`config.mk`:
```
export PLATFORM = sky130hd
export DESIGN_NAME = siso_channel_arbiter
export DESIGN_NICKNAME = d
export VERILOG_FILES = /design/src/rtl/siso_channel_arbiter.sv
export SDC_FILE = /design/constraint.sdc
export NUM_CORES = 1
export LEC_CHECK = 0
export ABC_CLOCK_PERIOD_IN_PS = 3300
export BUFFER_PORTS_ARGS = -buffer_cell sky130_fd_sc_hd__buf_2
export CAP_MARGIN = 20
export CORE_UTILIZATION = 50
export CTS_BUF_LIST = sky130_fd_sc_hd__clkbuf_8
export DETAILED_ROUTE_END_ITERATION = 6
export PLACE_DENSITY = 0.88
export SLEW_MARGIN = 5
export SYNTH_ARGS = -nofsm -noshare
export SYNTH_HDL_FRONTEND = slang
export SYNTH_SLANG_ARGS = --single-unit
```
`constraint.sdc`:
```
create_clock -name clk -period 3.3 [get_ports clk]
set_clock_uncertainty 0.05 [all_clocks]
set_input_delay 0.66 -clock clk [delete_from_list [all_inputs] [get_ports clk]]
set_output_delay 0.66 -clock clk [all_outputs]
set_load 0.01 [all_outputs]
```
`src/rtl/siso_channel_arbiter.sv`:
```
// Round-robin arbiter that loads one requester's word and shifts it out MSB-first,
// then pulses that requester's done flag and re-arbitrates.
module siso_channel_arbiter #(
    parameter int DATA_WIDTH = 8,
    parameter int NUM_REQ    = 4
) (
    input  logic                          clk,
    input  logic                          reset,
    input  logic [NUM_REQ-1:0]            req,
    input  logic [NUM_REQ*DATA_WIDTH-1:0] data_in,
    output logic [NUM_REQ-1:0]            gnt,
    output logic                          busy,
    output logic                          serial_out,
    output logic                          frame_valid,
    output logic [NUM_REQ-1:0]            done
);
    localparam int IDX_W = $clog2(NUM_REQ);
    localparam int CNT_W = $clog2(DATA_WIDTH);

    typedef enum logic [1:0] {S_IDLE, S_SHIFT, S_DONE} state_t;

    state_t                  r_state, w_state_nxt;
    logic [IDX_W-1:0]        r_last, r_win, w_win;
    logic                    w_any;
    logic [DATA_WIDTH-1:0]   r_shift;
    logic [CNT_W-1:0]        r_cnt;
    logic [NUM_REQ-1:0]      r_gnt, r_done;
    logic                    r_busy, r_sout, r_fv;

    // Scan from the slot after the last winner, wrapping, so the last winner is lowest priority.
    always_comb begin
        int idx;
        w_win = '0;
        w_any = 1'b0;
        for (int k = 1; k <= NUM_REQ; k++) begin
            idx = int'(r_last) + k;
            if (idx >= NUM_REQ) idx = idx - NUM_REQ;
            if (!w_any && req[idx]) begin
                w_win = IDX_W'(idx);
                w_any = 1'b1;
            end
        end
    end

    always_comb begin
        w_state_nxt = r_state;
        case (r_state)
            S_IDLE:  if (w_any) w_state_nxt = S_SHIFT;
            S_SHIFT: if (r_cnt == CNT_W'(DATA_WIDTH-1)) w_state_nxt = S_DONE;
            S_DONE:  w_state_nxt = S_IDLE;
            default: w_state_nxt = S_IDLE;
        endcase
    end

    always_ff @(posedge clk or negedge reset) begin
        if (!reset) r_state <= S_IDLE;
        else        r_state <= w_state_nxt;
    end

    always_ff @(posedge clk or negedge reset) begin
        if (!reset) begin
            r_last  <= IDX_W'(NUM_REQ-1);
            r_win   <= '0;
            r_shift <= '0;
            r_cnt   <= '0;
            r_gnt   <= '0;
            r_done  <= '0;
            r_busy  <= 1'b0;
            r_sout  <= 1'b0;
            r_fv    <= 1'b0;
        end else begin
            r_done <= '0;
            case (r_state)
                S_IDLE: if (w_any) begin
                    r_gnt   <= NUM_REQ'(1) << w_win;
                    r_win   <= w_win;
                    r_shift <= data_in[w_win*DATA_WIDTH +: DATA_WIDTH];
                    r_cnt   <= '0;
                    r_busy  <= 1'b1;
                end
                S_SHIFT: begin
                    r_sout  <= r_shift[DATA_WIDTH-1];
                    r_shift <= r_shift << 1;
                    r_fv    <= 1'b1;
                    r_cnt   <= r_cnt + CNT_W'(1);
                end
                S_DONE: begin
                    r_fv   <= 1'b0;
                    r_sout <= 1'b0;
                    r_done <= NUM_REQ'(1) << r_win;
                    r_gnt  <= '0;
                    r_busy <= 1'b0;
                    r_last <= r_win;
                end
                default: ;
            endcase
        end
    end

    assign gnt         = r_gnt;
    assign busy        = r_busy;
    assign serial_out  = r_sout;
    assign frame_valid = r_fv;
    assign done        = r_done;
endmodule

```
==> out/metrics.cfg, run 1 <==
[timing]
worstMarginPinSlew_ns=0.6508
fin_tns_setup_ns=0
rsz0062_at_grt=false
period_minus_slack_ns=2.164
slew_violations=0
fmaxAchievable_ghz=0.4622
slew_headroom=0.5661
finalHoldViolCount=0
setup_viol=0
finalCritPeriodShare=0.6556

[global_route]
grt_pass1_vias=1378
antenna_found_initial=0
grtUsageTotal=0.2236
overflow=0
grt_pass1_wl_um=6313
grt_max_degree=29

[final_layout]
drive_above_1_share=0.3032
fill_cells=290
finish.utilization=0.6131
diodes=0
syn2layout_area_growth_pct=15.99
ff_latch_area_um2=703.2
nNetsFinal=265
multi_input_area_um2=982.2

[worst_hold_path]
min_path_type=in2async

[placement]
place_hpwl_um=2812
gp_routability_congestion=0.7840
port_buffers=48

[floorplanning]
start_util=0.5286
die_w_um=61.86
die_area_um2=3827
io_pins=49
row_count=21
core_area_um2=3390
die_h_um=61.86

[yosys]
synth_seq_cells=28
netlist_area_um2=1792
synth_cells=182
synthTopCellsByArea=dfrtp_1 36%, nor3b_1 6.3%, mux2i_1 6.1%, a221oi_1 3.9%, ha_1 3.5%
synth_top_flop_cell=dfrtp_1
synth_fp_nets=225
synth_area_leader_cell=dfrtp_1
synth-seq-area-share=0.3925
syn_avg_cell_area_um2=9.845
yosysWarnings=0
synth_top_area_share=0.3631
synth_edf_count=0
async_flop_share=1.000
synth_cell_types=42

[critical_path]
worst_setup_path_end_kind=flip-flop
required_ns=3.43
r2r_slack_ns=1.14
worst-setup-path-type=in2reg
worstReg2RegEnd=r_shift[3]
r2r_start=r_state[1]
critPathLaunchType=primary input
rr_worst_depth=6
worstPathArrival_ns=2.29
cp-startpoint=req[1]
cp-endpoint=r_shift[0]
cp_max_fo=12

[pwr]
p_int_uw=968.2
powerDensity_nw_per_um2=759.3
sw_frac_of_total=0.3865
clkPwrFrac=0.169
max-vdd-ir-drop_v=0.0003487
comb_power_share=0.473
leakagePower_uw=0.0009192
p_sw_uw=609.9
sequentialPowerShare=0.359

[clock_tree]
clockBufferDepth=2
cts_tree=done
cts.sinks=28
clock-root-buffer=clkbuf_8
cts_hold_buf=0
cts_made_buffers=3
htree_levels=1
clock_latency_ns=0.27
clk_pin_slew_ns=0.09
ctsResizeCount=0
cts_setup_buffers=0

[route]
ant_nets=0
drc=0
drt_wl_total_um=4089
via_count=1580
wl_per_cell_um=15.31
drt_pass1_iterations=4
drtIter0Drc=157
viasPerCell=5.918

[job]
cap_violations=0

[status]
status=finished clean

==> cell usage in the layout, fill, tap and decap left out, types with 2 or more instances in the layout <==
master	synthesis	layout
ha_1	5	5
clkbuf_8	0	3
and3_1	2	2
mux2i_1	11	11
nor3_1	3	3
nor2b_1	6	6
nand2_1	12	12
mux2_2	3	3
nand2b_1	2	2
a21oi_1	11	11
dfstp_2	2	2
a31o_1	3	3
inv_1	5	5
nor3b_1	15	15
a221oi_1	8	8
o211ai_1	2	2
nor2_1	9	9
dfrtp_1	26	26
a32o_1	2	2
o21ai_1	4	4
o21ai_0	12	12
nand3b_1	7	7
a21o_1	2	2
buf_2	4	48
==> synth_stat cells, types with 2 or more instances <==
cell      count
inv_1         5
nor3_1        3
mux2i_1      11
o211ai_1      2
nand2_1      12
a32o_1        2
clkbuf_1      4
dfrtp_1      26
nand2b_1      2
a221oi_1      8
buf_2         4
nand3b_1      7
o21ai_1       4
a31o_1        3
nor2b_1       6
and3_1        2
buf_4         4
a21oi_1      11
o21ai_0      12
dfstp_2       2
nor2_1        9
nor3b_1      15
a21o_1        2
mux2_2        3
ha_1          5
buf_6         2
==> flip-flops by register name, summed over array words and instances (netlist names) <==
register and flops:
frame_valid 1, serial_out 1, r_last 2, gnt 4, r_state 2, r_shift 8, r_cnt 3, done 4
busy 1, r_win 2
==> through the flow <==
step                      total power (µW)  area [µm²]  instances  hold WS, ns  setup WS, ns
after CTS                             1574        2073        266       0.3570         1.151
after global placement                1263        2002        262       0.4189        0.9710
final                                 1578        2078        267       0.3365         1.136
after global routing                  1683        2078        267       0.3811         1.051
after detailed placement              1295        2002        262       0.4240        0.9019
after floorplan                       1124        1792        182       0.3144         1.335
==> layer usage <==
layer  part of all wire  routed length [µm]  global-route usage  vias up
li1                   -                   -                   -      746
met1               0.46                1866              0.3174      786
met2               0.50                2029              0.3594       42
met3              0.035                 143             0.02277        6
met4              0.012                  50             0.07619        0
met5                  0                   0                   0        -
==> worst max-delay path, stage by stage <==
cell and delay (ns):
buf_2 0.17, nor4_2 0.49, nand2_1 0.38, o21ai_1 0.39, nand2_1 0.12, o311ai_2 0.08
==> power by group through the flow <==
stage	logic, µW	clock network (µW)	registers (µW)
after CTS	740	270	563
final	746	266	566
after global placement	696	0	567
after detailed placement	728	0	566
after floorplan	568	0	556
after global routing	815	287	581
==> cell type report <==
| class | instances | area share |
|---|---|---|
| clock buffers | 3 | 0.01987 |
| clock inverters | 1 | 0.01445 |
| flip-flops and latches | 28 | 0.3384 |
| multi-input cells | 135 | 0.4726 |
| inverters | 5 | 0.009031 |
| repair buffers | 49 | 0.1180 |
| well taps | 46 | 0.02769 |
==> how the worst min path moves through the flow <==
stage,cells past startpoint,endpoint,slack [ns],start
after floorplan,0,busy,0.31,reset
after global placement,1,r_cnt[0],0.42,r_cnt[0]
after detailed placement,1,r_cnt[0],0.42,r_cnt[0]
after CTS,1,busy,0.36,reset
after global routing,1,frame_valid,0.38,reset
final,1,frame_valid,0.34,reset
==> kinds of logic after synthesis <==
family | after synthesis | synth area share
fa+ha+maj | 5 | 0.03492
simple gates | 62 | 0.2095
flops | 28 | 0.3925
compound gates | 54 | 0.2235
buf+inv | 19 | 0.05936
mux | 14 | 0.08031
(Power assumes the default switching activity.)
==> run 2: changes to the inputs <==
ABC_CLOCK_PERIOD_IN_PS = 2200   (was 3300)
clock period = 2.2 ns   (was 3.3 ns; I/O delays follow)
==> run 2 against run 1 <==
- clock power up 6%
- count of clock-buffer cells in the layout did not move
- power rose by 45%
- register-to-register slack worse by 0.86 ns
- critical path type is now reg2reg
- largest cell class unchanged
- highest routed layer unchanged
==> out/metrics.cfg, run 2 (synthesis gave the netlist of run 1 again) <==
[timing]
worstMarginPinSlew_ns=0.6037
fin_tns_setup_ns=0
slew_headroom=0.5975
period_minus_slack_ns=1.927
hold-worst-slack_ns=0.1117
fmaxAchievable_ghz=0.5189
finalCritPeriodShare=0.8759
setup_viol=0
rsz0062_at_grt=false
slew_violations=0
finalHoldViolCount=0

[route]
drt_pass1_iterations=5
drc=0
drtIter0Drc=149
wl_per_cell_um=14.41
viasPerCell=5.704
drt_wl_total_um=3947
via_count=1563
ant_nets=0

[pwr]
powerDensity_nw_per_um2=1088
p_sw_uw=912.6
leakagePower_uw=0.0009452
p_int_uw=1379
clkPwrFrac=0.123
comb_power_share=0.504
sequentialPowerShare=0.373
max-vdd-ir-drop_v=0.0006219
sw_frac_of_total=0.3982

[placement]
place_hpwl_um=2817
dpl.cell_count=270
gp_routability_congestion=0.8000
placed_cell_area_um2=2062
port_buffers=48

[critical_path]
critical_path.slowest_cell=dfstp_2
slowest_delay_ns=0.66
worst-setup-path-type=reg2reg
worst_setup_path_end_kind=flip-flop
cp_max_fo=12
r2r_slack_ns=0.27
critPathLaunchType=flip-flop
rr_worst_depth=4
r2r_start=r_last[1]
required_ns=2.33
worstReg2RegEnd=r_shift[0]
worstPathArrival_ns=2.06
timing.critical_path.cells=mux2i_1, o221a_2, mux2_2, o311ai_2

[final_layout]
largest_reg_flops=8
drive_above_1_share=0.3202
final_common_cell=buf_2
diodes=0
layout_common_cells=48 x buf_2, 26 x dfrtp_1, 15 x nor3b_1, 12 x nand2_1, 12 x o21ai_0
regMostFlops=r_shift
nNetsFinal=272
syn2layout_area_growth_pct=17.60
final_cells=274
stdcell_area_um2=2107

[clock_tree]
clockBufferDepth=2
htree_levels=1
cts_tree=done
clock-root-buffer=clkbuf_8
ctsResizeCount=0
clock_latency_ns=0.27
cts.sinks=28
cts_setup_buffers=0
cts_hold_buf=0
clk_pin_slew_ns=0.09
cts_made_buffers=3

[job]
cap_violations=0

[global_route]
overflow=0
grt_pass1_vias=1315
grtUsageTotal=0.2244
grt_max_degree=29
antenna_found_initial=0
grt_pass1_wl_um=6299

[worst_hold_path]
min_path_type=in2async

[floorplanning]
die_h_um=61.86
core_area_um2=3390
io_pins=49
die_area_um2=3827
start_util=0.5286
row_count=21
die_w_um=61.86

[status]
status=finished clean

==> run 2: layout make-up <==
cell class	count	area, µm²
Fill cell	279	1282
Clock buffer	3	41.29
Tap cell	46	57.56
Sequential cell	28	703.2
Multi-Input combinational cell	135	982.2
Timing Repair Buffer	56	300.3
Inverter	5	18.77
Clock inverter	1	3.754
==> run 2: power groups by stage <==
stage	clock network [µW]	registers, µW	logic, µW
floorplan	0	834	852
global placement	0	849	1100
detailed placement	0	855	1140
CTS	284	851	1150
global route	305	877	1280
finish	281	855	1160
==> run 2: layer usage <==
| metal | up-vias | wire length, µm | track usage |
|---|---|---|---|
| li1 | 764 | - | - |
| met1 | 751 | 1764 | 0.3289 |
| met2 | 46 | 1938 | 0.3518 |
| met3 | 2 | 224 | 0.04348 |
| met4 | 0 | 19 | 0.03810 |
| met5 | - | 0 | 0 |
==> run 2: stage by stage <==
step                utilization  total power (µW)  setup WS (ns)
finish                   0.6216              2292         0.2729
global route             0.6216              2460         0.1847
CTS                      0.6216              2290         0.2818
detailed placement       0.6083              1997         0.2434
global placement         0.6083              1953         0.2694
floorplan                     -              1686         0.4259
==> run 2: worst max-delay path: cells and delay by family, from the launching register on <==
kind | cells | cell delay [ns]
DFF | 1 | 0.66
AOI/OAI and AO/OA | 2 | 0.52
muxes | 2 | 0.60
==> run 2: worst max-delay path by stage <==
stage                   start    endpoint  slack [ns]
CTS                 r_last[1]  r_shift[0]        0.28
global route        r_last[1]  r_shift[0]        0.18
finish              r_last[1]  r_shift[0]        0.27
detailed placement     req[3]  r_shift[0]        0.24
global placement       req[3]  r_shift[0]        0.27
floorplan           r_last[1]      gnt[3]        0.43
